--- config.mk ---
export PLATFORM = sky130hd
export DESIGN_NAME = inst_buffer
export DESIGN_NICKNAME = d
export VERILOG_FILES = /design/src/rtl/inst_buffer_pkg.sv /design/src/rtl/inst_buffer.sv
export SDC_FILE = /design/constraint.sdc
export NUM_CORES = 2
export LEC_CHECK = 0
export BUFFER_PORTS_ARGS = -buffer_cell sky130_fd_sc_hd__buf_2
export CAP_MARGIN = 10
export CELL_PAD_IN_SITES_DETAIL_PLACEMENT = 0
export CELL_PAD_IN_SITES_GLOBAL_PLACEMENT = 1
export CORE_MARGIN = 3
export CORE_UTILIZATION = 45
export DETAILED_ROUTE_END_ITERATION = 16
export HOLD_SLACK_MARGIN = 0.03
export PLACE_DENSITY_LB_ADDON = 0.1
export SYNTH_ARGS = -nofsm -noshare
export SYNTH_HDL_FRONTEND = slang
export SYNTH_SLANG_ARGS = --single-unit
--- constraint.sdc ---
create_clock -name clk -period 4.1 [get_ports clk]
set_input_delay 0.615 -clock clk [delete_from_list [all_inputs] [get_ports clk]]
set_output_delay 0.615 -clock clk [all_outputs]
set_load 0.02 [all_outputs]
--- src/rtl/inst_buffer_pkg.sv ---
// Shared fetch-side definitions: instruction-buffer entry layout and defaults.
package inst_buffer_pkg;

    localparam int unsigned PC_W     = 32;
    localparam int unsigned INST_W   = 32;
    localparam int unsigned ECAUSE_W = 7;

    // Entry bit offsets, LSB first: pred_addr, taken, cause, is_exc, inst, pc.
    localparam int unsigned OFF_PRED  = 0;
    localparam int unsigned OFF_TAKEN = OFF_PRED + PC_W;
    localparam int unsigned OFF_CAUSE = OFF_TAKEN + 1;
    localparam int unsigned OFF_EXC   = OFF_CAUSE + ECAUSE_W;
    localparam int unsigned OFF_INST  = OFF_EXC + 1;
    localparam int unsigned OFF_PC    = OFF_INST + INST_W;
    localparam int unsigned ENTRY_W   = OFF_PC + PC_W;

    // Free-entry threshold covering two in-flight cache-stage fetch pairs.
    localparam int unsigned STALL_FREE_DEF = 4;

    typedef struct packed {
        logic [PC_W-1:0]     pc;
        logic [INST_W-1:0]   inst;
        logic                is_exc;
        logic [ECAUSE_W-1:0] cause;
        logic                taken;
        logic [PC_W-1:0]     pred_addr;
    } entry_t;

endpackage

--- src/rtl/inst_buffer.sv ---
// Instruction buffer: decoupling FIFO between I-cache and decode.
// Accepts up to two entries per cycle, presents the two oldest, and
// raises a registered fetch stall when free space runs low.
module inst_buffer
    import inst_buffer_pkg::*;
#(
    parameter int unsigned DEPTH      = 16,
    parameter int unsigned PTR_W      = 4,
    parameter int unsigned STALL_FREE = STALL_FREE_DEF
) (
    input  logic                clk,
    input  logic                rst,
    input  logic                flush,
    input  logic                in_valid,
    input  logic [PC_W-1:0]     in_pc1,
    input  logic [PC_W-1:0]     in_pc2,
    input  logic [INST_W-1:0]   in_inst1,
    input  logic [INST_W-1:0]   in_inst2,
    input  logic [PC_W-1:0]     in_pred_addr,
    input  logic [1:0]          in_pred_taken,
    input  logic                in_is_exception1,
    input  logic                in_is_exception2,
    input  logic [ECAUSE_W-1:0] in_exception_cause1,
    input  logic [ECAUSE_W-1:0] in_exception_cause2,
    output logic                fetch_stall,
    output logic                out_valid1,
    output logic                out_valid2,
    output logic [PC_W-1:0]     out_pc1,
    output logic [PC_W-1:0]     out_pc2,
    output logic [INST_W-1:0]   out_inst1,
    output logic [INST_W-1:0]   out_inst2,
    output logic                out_pred_taken1,
    output logic                out_pred_taken2,
    output logic [PC_W-1:0]     out_pred_addr1,
    output logic [PC_W-1:0]     out_pred_addr2,
    output logic                out_is_exception1,
    output logic                out_is_exception2,
    output logic [ECAUSE_W-1:0] out_exception_cause1,
    output logic [ECAUSE_W-1:0] out_exception_cause2,
    input  logic                dec_pop1,
    input  logic                dec_pop2,
    output logic                overflow_err
);

    logic [ENTRY_W-1:0] mem_q [DEPTH];
    logic [PTR_W-1:0]   head_q, head_d, tail_q, tail_d;
    logic [PTR_W-1:0]   head1, tail1;
    logic [PTR_W:0]     count_q, count_d;
    logic [PTR_W:0]     free_now, free_next;
    logic [1:0]         push_req, push_n, pop_req, pop_n;
    logic               push_ok;
    logic               fetch_stall_q, fetch_stall_d;
    logic               overflow_q, overflow_d;
    entry_t             wr1, wr2;
    logic [ENTRY_W-1:0] rd1, rd2;

    // Push/pop arbitration, pointer/count next state and stall threshold.
    always_comb begin
        push_req = '0;
        if (in_valid && !flush) begin
            // A taken slot1 or faulting slot1 ends the fetch group at one entry.
            push_req = (in_pred_taken[0] || in_is_exception1) ? 2'd1 : 2'd2;
        end
        // Space is judged on the current count only; same-cycle pops are not credited.
        free_now   = (PTR_W+1)'(DEPTH) - count_q;
        push_ok    = free_now >= {{(PTR_W-1){1'b0}}, push_req};
        push_n     = push_ok ? push_req : 2'd0;
        overflow_d = overflow_q | ~push_ok;

        pop_req = {1'b0, dec_pop1} + {1'b0, dec_pop1 & dec_pop2};
        // Over-popping is clamped; count is below 2 whenever this clamp applies.
        pop_n   = ({{(PTR_W-1){1'b0}}, pop_req} > count_q) ? count_q[1:0] : pop_req;

        if (flush) begin
            head_d  = '0;
            tail_d  = '0;
            count_d = '0;
        end else begin
            head_d  = head_q + PTR_W'(pop_n);
            tail_d  = tail_q + PTR_W'(push_n);
            count_d = count_q + (PTR_W+1)'(push_n) - (PTR_W+1)'(pop_n);
        end
        free_next     = (PTR_W+1)'(DEPTH) - count_d;
        fetch_stall_d = !flush && (free_next <= (PTR_W+1)'(STALL_FREE));

        head1 = head_q + PTR_W'(1);
        tail1 = tail_q + PTR_W'(1);

        wr1 = '{pc: in_pc1, inst: in_inst1, is_exc: in_is_exception1,
                cause: in_exception_cause1, taken: in_pred_taken[0],
                pred_addr: in_pred_addr};
        wr2 = '{pc: in_pc2, inst: in_inst2, is_exc: in_is_exception2,
                cause: in_exception_cause2, taken: in_pred_taken[1],
                pred_addr: in_pred_addr};
    end

    // Pointer, count and status registers.
    always_ff @(posedge clk or negedge rst) begin
        if (!rst) begin
            head_q        <= '0;
            tail_q        <= '0;
            count_q       <= '0;
            fetch_stall_q <= 1'b0;
            overflow_q    <= 1'b0;
        end else begin
            head_q        <= head_d;
            tail_q        <= tail_d;
            count_q       <= count_d;
            fetch_stall_q <= fetch_stall_d;
            overflow_q    <= overflow_d;
        end
    end

    // Entry array: slot1 at tail, slot2 at tail+1 (wraps to index 0).
    always_ff @(posedge clk or negedge rst) begin
        if (!rst) begin
            for (int unsigned i = 0; i < DEPTH; i++) begin
                mem_q[PTR_W'(i)] <= '0;
            end
        end else begin
            if (push_n != 2'd0) mem_q[tail_q] <= wr1;
            if (push_n == 2'd2) mem_q[tail1]  <= wr2;
        end
    end

    assign rd1 = mem_q[head_q];
    assign rd2 = mem_q[head1];

    assign out_valid1           = (count_q != '0);
    assign out_valid2           = (count_q > (PTR_W+1)'(1));
    assign out_pc1              = rd1[OFF_PC +: PC_W];
    assign out_pc2              = rd2[OFF_PC +: PC_W];
    assign out_inst1            = rd1[OFF_INST +: INST_W];
    assign out_inst2            = rd2[OFF_INST +: INST_W];
    assign out_pred_taken1      = rd1[OFF_TAKEN];
    assign out_pred_taken2      = rd2[OFF_TAKEN];
    assign out_pred_addr1       = rd1[OFF_PRED +: PC_W];
    assign out_pred_addr2       = rd2[OFF_PRED +: PC_W];
    assign out_is_exception1    = rd1[OFF_EXC];
    assign out_is_exception2    = rd2[OFF_EXC];
    assign out_exception_cause1 = rd1[OFF_CAUSE +: ECAUSE_W];
    assign out_exception_cause2 = rd2[OFF_CAUSE +: ECAUSE_W];
    assign fetch_stall          = fetch_stall_q;
    assign overflow_err         = overflow_q;

endmodule

==> out/metrics.yaml <==
finish:
  instances_no_fill: 12600
  fin_nets: 9742
  nFillCells: 18600
  final_layout_size_suffix_gt1_share_pct: 27.6
  syn2layout_area_growth_pct: 18.0
  layout_common_cells: "nand2_1 (2282), dfrtp_1 (1691), nor2_1 (1184)"
  finish.utilization_pct: 53.6
  multi_input_area_sq_um: 53000
  regArea_sq_um: 42400
  final_common_cell: "nand2_1"
worst_hold_path:
  hp-class: "in2reg"
  min_path_cells: 3
timing:
  setup_ws_ps: -178
  rsz0062_at_grt: "true"
  max_freq_ghz: 0.234
  final-hold-violation-count: 0
  final.period_utilization_pct: 104
  maxSlewViolCount: 0
  slew_headroom_pct: 29.9
  tightest_slew_ps: 1040
  setup_viol: 112
  timing.final.crit_period_ps: 4280
  clock_skew_ps: 31.1
placement:
  dp_cells: 12100
  gp_congestion: 0.855
  port_buffers: 397
  dp_hpwl_mm: 236
yosys:
  synth_top_flop_cell: "dfrtp_1"
  syn_area_sq_um: 99200
  ys_ff_latch: 1695
  synthCells: 9572
  ys_types: 51
  ys_warn_count: 0
  synth_edf_count: 0
  syn_avg_cell_area_sq_um: 10.4
  async_reset_ff_share_pct: 100
  ys_seq_area_share_pct: 42.8
  syn-num-nets: 9780
routing:
  routed_wl_mm: 428
  detail-route-antenna-nets: 0
  vias: 84200
  drc: 0
  wl_per_cell_um: 34.0
  drtIter0Drc: 11000
  first_pass_iters: 7
  via_per_inst: 6.69
grt:
  grt_pass1_vias: 81500
  grt_antenna_before_repair: 44
  grt.overflow.total: 0
  track_usage_pct: 37.0
  grt_pass1_wl_mm: 608
  grt_max_degree: 132
setup_path:
  path_depth: 8
  worstSetupEndpointType: "output port"
  critPathMaxStageDelay_ps: 630
  reg2reg_depth: 15
  slowest_stage: "mux4_2"
  worst-path-max-fanout: 7
  required_ps: 3480
  crit_family: "multiplexers"
  cp-start-kind: "flip-flop"
  cp_num_buf_inv: 5
  path_cells: "ha_4, buf_12, buf_16, buf_12, buf_4, mux4_2, mux4_2, buf_6"
  arrival_ps: 3660
  crit_type: "reg2out"
clock_tree:
  h-tree-depth: 4
  cts.clk_slew.worst_paths_ps: 60
  clock_latency_ps: 870
  clockBufferDepth: 3
  cts_made_buffers: 196
  clkSinkCount: 1695
  cts_tree: "yes"
  cts-root-buf: "clkbuf_16"
floorplan:
  rows: 171
  die_h_um: 475
  die_x_um: 475
  coreArea_sq_um: 218000
  dieArea_sq_um: 226000
  initial_core_util_pct: 45.4
  io_pins: 398
status:
  status: "finished with violations"
  violations: "setup timing"
job:
  maxCapViolCount: 0
power:
  p_leak_nw: 49.8
  p_per_area_nw_per_um2: 668
  ir_worst_vdd_mv: 0.486
-- what timing repair did --
item | 4_1_cts | 5_1_grt
buffers inserted | 52 | 33
pin swaps | 2 | 1
cloned | 35 | 25
hold buffers | 1 | 0
endpoints found under the hold margin | 69 | 0
resized for setup | 194 | 131
setup endpoints to repair | 200 | 179
-- cells by family after synthesis --
group / after synthesis / synth area share (%)
AND/OR/NAND/NOR: 3640 / 14.3
flip-flops: 1695 / 42.8
multiplexers: 1595 / 28.7
AO/OA/AOI/OAI: 1454 / 9.19
buffers and inverters: 1153 / 4.63
adder cells (fa/ha/maj): 24 / 0.333
XOR/XNOR: 11 / 0.105
-- worst min-delay path: cells and delay by family --
| kind | cells | cell delay (ps) |
|---|---|---|
| AND/OR/NAND/NOR | 1 | 90 |
| AO/OA/AOI/OAI | 1 | 80 |
| buffers and inverters | 1 | 210 |
-- layout make-up --
class | count | area share, %
multi-input cells | 6724 | 45.3
flip-flops and latches | 1695 | 36.3
repair buffers | 901 | 9.53
clock buffers | 288 | 4.97
well taps | 2854 | 3.05
clock inverters | 75 | 0.750
diodes | 33 | 0.0706
inverters | 16 | 0.0556
-- per-layer routing --
metal,GRT usage (%),routed length (um),vias up
li1,-,-,34300
met1,49.7,164000,43200
met2,57.3,196000,5476
met3,7.82,44600,1186
met4,18.3,23300,16
met5,0,112,-
-- cells in the mapped netlist (all sizes together), types with 12 or more instances --
| cell | n | area (sq um) |
|---|---|---|
| nor2 | 1185 | 4450 |
| a21oi | 164 | 855 |
| and2 | 90 | 563 |
| a31oi | 1136 | 7110 |
| mux4 | 945 | 21300 |
| inv | 16 | 60.1 |
| a211oi | 110 | 846 |
| mux2i | 138 | 1380 |
| buf | 361 | 1620 |
| mux2 | 512 | 5770 |
| clkbuf | 776 | 2910 |
| nor2b | 40 | 250 |
| nand2 | 2283 | 8570 |
| ha | 20 | 250 |
| a21o | 12 | 90.1 |
| o21ai | 17 | 85.1 |
| dfrtp | 1695 | 42400 |
-- metrics by stage --
step           setup WS, ps  setup TNS, ps  cell area [sq um]  total power (W)  hold slack, ps
6_report               -178         -11750             117000           0.0782             153
5_1_grt                -229         -18990             117000           0.0810             143
4_1_cts                -218         -17990             116000           0.0758            89.4
3_5_place_dp           -544          -1180             107000           0.0530             447
3_3_place_gp           -629          -1430             107000           0.0526             448
2_1_floorplan          -158           -158              99200           0.0414             319
-- sequential cells by signal, summed over array words and instances, names as in the netlist --
register      cells
mem_q          1680
count_q           5
head_q            4
tail_q            4
fetch_stall       1
overflow_err      1
-- power by group --
group	leakage (nW)	internal, W	total [W]	switching (W)
clock	3.31	0.0108	0.0186	0.00775
sequential	22.7	0.0192	0.0212	0.00206
combinational	23.8	0.0186	0.0384	0.0198
total	49.8	0.0486	0.0782	0.0296
-- final timing paths --
check                        startpoint            to  slack [ps]
setup reg to reg             count_q[1]   fetch_stall         250
max in group asynchronous           rst    mem_q[633]        2380
setup / recovery              head_q[0]  out_inst2[9]        -180
hold reg to reg            overflow_err  overflow_err         470
hold / removal             in_inst1[11]    mem_q[262]         150
min in group asynchronous           rst     mem_q[25]         400
Power figures use the tool's default switching activity.
